$ cat config.mk
export PLATFORM = sky130hd
export DESIGN_NAME = fetch_pc_unit
export DESIGN_NICKNAME = d
export VERILOG_FILES = /design/src/rtl/fetch_pc_unit.sv
export SDC_FILE = /design/constraint.sdc
export NUM_CORES = 1
export LEC_CHECK = 0
export CORE_MARGIN = 5
export CORE_UTILIZATION = 40
export DETAILED_ROUTE_END_ITERATION = 12
export PLACE_DENSITY = 0.8
export SYNTH_ARGS = -nofsm -noshare
export SYNTH_HDL_FRONTEND = slang
export SYNTH_SLANG_ARGS = --single-unit
$ cat constraint.sdc
create_clock -name clk -period 4.7 [get_ports clk]
set_input_delay 1.175 -clock clk [delete_from_list [all_inputs] [get_ports clk]]
set_output_delay 1.175 -clock clk [all_outputs]
set_load 0.02 [all_outputs]
$ cat src/rtl/fetch_pc_unit.sv
// Program counter / fetch-address stage with MIPS delay-slot redirects.
// The fetch that is in flight (or completing) when a transfer is accepted is
// the delay slot and is always delivered; the target is fetched after it.
//
//   state   | meaning
//   --------+------------------------------------------------------------
//   ST_RUN  | sequential fetch; a redirect applies on the completing edge
//   ST_PEND | transfer accepted mid-request; target held until completion
`timescale 1ns/1ps

module fetch_pc_unit #(
  parameter logic [31:0] RESET_PC = 32'h4000_0000
) (
  input  logic        clk,
  input  logic        rst,
  input  logic        stall,
  input  logic        x_valid,
  input  logic        take_branch,
  input  logic [5:0]  x_opcode,
  input  logic [5:0]  x_funct,
  input  logic [31:0] x_pc,
  input  logic [15:0] x_imm,
  input  logic [25:0] x_jidx,
  input  logic [31:0] x_rs_val,
  output logic        imem_req,
  output logic [31:0] imem_addr,
  input  logic        imem_ready,
  output logic [31:0] f_pc,
  output logic        f_valid,
  output logic        redirect
);

  typedef enum logic {ST_RUN, ST_PEND} state_t;

  state_t      state;
  logic [31:0] pend_target;
  logic [31:0] target;
  logic        legal;
  logic [31:0] pc_plus4;
  logic [31:0] br_off;
  logic        complete;
  logic        accept;

  assign pc_plus4 = x_pc + 32'd4;
  assign br_off   = {{14{x_imm[15]}}, x_imm, 2'b00};
  assign complete = imem_req & imem_ready & ~stall;
  assign accept   = x_valid & take_branch & ~stall & legal;

  // Transfer target decode; opcodes outside the branch/jump set never redirect.
  always_comb begin
    target = '0;
    legal  = 1'b0;
    case (x_opcode)
      6'd1, 6'd4, 6'd5, 6'd6, 6'd7: begin
        target = pc_plus4 + br_off;
        legal  = 1'b1;
      end
      6'd2, 6'd3: begin
        target = {pc_plus4[31:28], x_jidx, 2'b00};
        legal  = 1'b1;
      end
      6'd0: begin
        if (x_funct == 6'h08 || x_funct == 6'h09) begin
          target = {x_rs_val[31:2], 2'b00};
          legal  = 1'b1;
        end
      end
      default: begin
        target = '0;
        legal  = 1'b0;
      end
    endcase
  end

  // Fetch handshake, redirect FSM and decode-side PC register.
  always_ff @(posedge clk or posedge rst) begin
    if (rst) begin
      state       <= ST_RUN;
      pend_target <= '0;
      imem_req    <= 1'b0;
      imem_addr   <= RESET_PC;
      f_pc        <= '0;
      f_valid     <= 1'b0;
      redirect    <= 1'b0;
    end else begin
      imem_req <= 1'b1;
      redirect <= 1'b0;
      if (complete) begin
        f_pc    <= imem_addr;
        f_valid <= 1'b1;
      end
      case (state)
        ST_RUN: begin
          if (complete) begin
            if (accept) begin
              imem_addr <= target;
              redirect  <= 1'b1;
            end else begin
              imem_addr <= imem_addr + 32'd4;
            end
          end else if (accept) begin
            pend_target <= target;
            state       <= ST_PEND;
          end
        end
        ST_PEND: begin
          // A second accept here is dropped: only one transfer per delay slot.
          if (complete) begin
            imem_addr <= pend_target;
            redirect  <= 1'b1;
            state     <= ST_RUN;
          end
        end
        default: state <= ST_RUN;
      endcase
    end
  end

endmodule

==> flow_metrics.py <==
metrics = {
    "grt": {
        "grt_use_total_pct": 21.9,
        "grt_max_degree": 63,
        "grt_antenna_before_repair": 0,
        "grt_pass1_wl_mm": 37.2,
        "grt_pass1_vias": 7525,
        "overflow": 0,
    },
    "placement": {
        "placedCellCount": 1431,
        "port-buffer-count": 187,
        "detailed_place_hpwl_mm": 18.8,
        "finalWeightedCongestion": 0.893,
    },
    "clock_tree": {
        "htreeDepth": 3,
        "clock-sinks": 100,
        "cts_buffers": 9,
        "cts_root_buf": "clkbuf_16",
        "clkLatencyLatePin_ns": 0.34,
        "clock_path_buffers": 2,
        "tritoncts": "done",
        "clk_pin_slew_ns": 0.06,
    },
    "final_layout": {
        "diodes": 0,
        "area_growth_pct": 47.2,
        "drive_gt1_share_pct": 15.7,
        "layout.nets": 1374,
        "stdcell_count": 1447,
        "fillers": 1549,
    },
    "floorplanning": {
        "io_pins": 191,
        "start_util_pct": 40.5,
        "die_w_um": 145,
        "num_rows": 49,
        "dieArea_sq_um": 21000,
        "core_sq_um": 18000,
        "die_h_um": 145,
    },
    "power": {
        "cellPowerDensity_nw_per_um2": 293,
        "p_leak_uw": 0.00466,
        "p_total_uw": 3140,
        "ir_drop_mv": 0.246,
    },
    "drt": {
        "drcViolationCount": 0,
        "drt_wl_total_mm": 24.0,
        "drt-wirelength-per-cell_um": 16.6,
        "antenna_left": 0,
        "routed_via_density": 5.51,
        "first_iter_violations": 718,
        "dr.pass1.iters": 8,
        "num_vias": 7970,
    },
    "run": {
        "maxCapViolations": 0,
    },
    "logic_synthesis": {
        "synth-seq-cells": 100,
        "ys_seq_area_share_pct": 34.4,
        "ys_warn_count": 0,
        "synth_top_area_cell": "dfrtp_1",
        "syn_inst": 927,
        "synth_most_common_cell": "nand2_1",
        "synth_async_sr_flop_share_pct": 100,
        "synth_edf_count": 0,
        "synth_nets": 1087,
        "synthDistinctLibCells": 64,
        "synth_top_area_share_pct": 34.1,
        "synth_area_sq_um": 7270,
        "synth_area_leaders": "dfrtp_1, nand2_1, ha_1, a21oi_1, xnor2_1",
        "dominantRegCellSynth": "dfrtp_1",
        "yosys-top-cells-count": "nand2_1, dfrtp_1, nor2_1",
        "avgSynthCellArea_sq_um": 7.85,
    },
    "worst_setup_path": {
        "worstSetupEndpointType": "flop",
        "cp.required_ns": 4.92,
        "cpMaxStageDelayCell": "clkdlybuf4s50_1",
        "worstPathArrival_ns": 4.85,
        "crit_fanout": 4,
        "path_class": "primary input to flop",
        "cp-start-kind": "primary input",
        "path_delay_family": "compound AO/OA/AOI/OAI gates",
        "crit_path_cell_trace": "clkdlybuf4s50_1, and3_4, nand2_1, or3_4, buf_4, xnor2_1, ha_1, buf_4, a21oi_1, o21a_1, o22ai_1, a211o_1, xor2_1, a222oi_1, buf_4, nor2_1, a21oi_1, o21ai_0",
        "crit_path_max_incr_delay_ns": 0.51,
        "worst_path_most_repeated_cell": "buf_4",
        "critPathBufInv": 4,
    },
    "status": {
        "status": "finished clean",
    },
    "sta": {
        "skew_ns": 0.00578,
        "fin_crit_sh_pct": 98.6,
        "timing.fmax_mhz": 216,
        "finalHoldViolations": 0,
        "setup_violations": 0,
        "slew_violations": 0,
        "finalCriticalPeriod_ns": 4.63,
        "tightest_slew_ns": 0.983,
        "worst_hold_slack_ns": 0.465,
        "slew_headroom_pct": 34.2,
    },
    "hold_path": {
        "hp-class": "flop to flop",
    },
}
==> where the power goes <==
group | internal (uW) | switching, uW
clock | 384 | 301
combinational | 640 | 620
sequential | 1020 | 176
==> cell type report <==
cell class / instances / area [sq um] / share of cell area (%)
multi-input cells: 760 / 4670 / 43.6
repair buffers: 326 / 2920 / 27.2
flip-flops and latches: 100 / 2500 / 23.4
well taps: 229 / 287 / 2.67
clock buffers: 13 / 260 / 2.43
inverters: 17 / 66.3 / 0.619
clock inverters: 2 / 10.0 / 0.0934
==> stage by stage <==
stage	utilization [%]	area [sq um]	TNS, ns	setup WS (ns)
after CTS	58.9	10600	0	0.0100
after detailed placement	57.4	10300	-5.22	-0.414
after global routing	59.6	10700	-0.116	-0.0462
final	59.6	10700	0	0.0660
after global placement	57.4	10300	-3.86	-0.291
after floorplan	-	7270	0	0.237
==> path summary, 6_finish.rpt <==
path,slack [ns],to,depth (start not counted),start
setup / recovery,0.07,imem_addr[23],18,x_pc[5]
hold / removal,0.46,f_valid,1,f_valid
setup reg to reg,2.10,imem_addr[26],9,imem_addr[2]
hold reg to reg,0.46,f_valid,1,f_valid
max in group asynchronous,2.54,f_pc[12],3,rst
min in group asynchronous,1.34,pend_target[25],2,rst
==> logic make-up (layout without fill, tap and decap cells) <==
| family | after synthesis | after routing | share of synthesized area, % |
|---|---|---|---|
| AND/OR/NAND/NOR | 392 | 392 | 23.9 |
| flip-flops | 100 | 100 | 34.4 |
| adder cells (fa/ha/maj) | 36 | 36 | 6.30 |
| other | 1 | 1 | 0.0516 |
| XOR/XNOR | 67 | 67 | 8.07 |
| buffers and inverters | 67 | 358 | 3.59 |
| AO/OA/AOI/OAI | 258 | 258 | 22.9 |
| multiplexers | 6 | 6 | 0.860 |
==> flip-flops by register name, indices dropped and copies added, names as in the netlist <==
| name | count |
|---|---|
| state | 1 |
| imem_addr | 32 |
| f_valid | 1 |
| imem_req | 1 |
| pend_target | 32 |
| redirect | 1 |
| f_pc | 32 |
==> per-layer routing <==
| layer | GRT usage, % | vias to the layer above | part of all wire, % |
|---|---|---|---|
| met5 | 0 | - | 0 |
| met4 | 6.19 | 0 | 1.5 |
| met2 | 36.4 | 344 | 47 |
| met1 | 30.3 | 3683 | 44 |
| met3 | 2.60 | 36 | 7.5 |
| li1 | - | 3907 | - |
==> cells in the final DEF, fill, tap and decap left out, types with 35 or more instances in the layout <==
cell and n:
nand3_1 36, ha_1 35, a21oi_1 71, dfrtp_1 99, nand2_1 191, clkdlybuf4s50_1 187, buf_4 139, xnor2_1 41
o21ai_0 57, nor2_1 78
==> what timing repair did <==
item	in CTS	in global routing
gates resized for setup	1	32
pin swaps	1	6
endpoints found under the hold margin	0	0
setup endpoints to repair	2	27
setup buffers	0	1
hold buffers	0	0
Note: power is estimated with default switching activity, not from simulation.
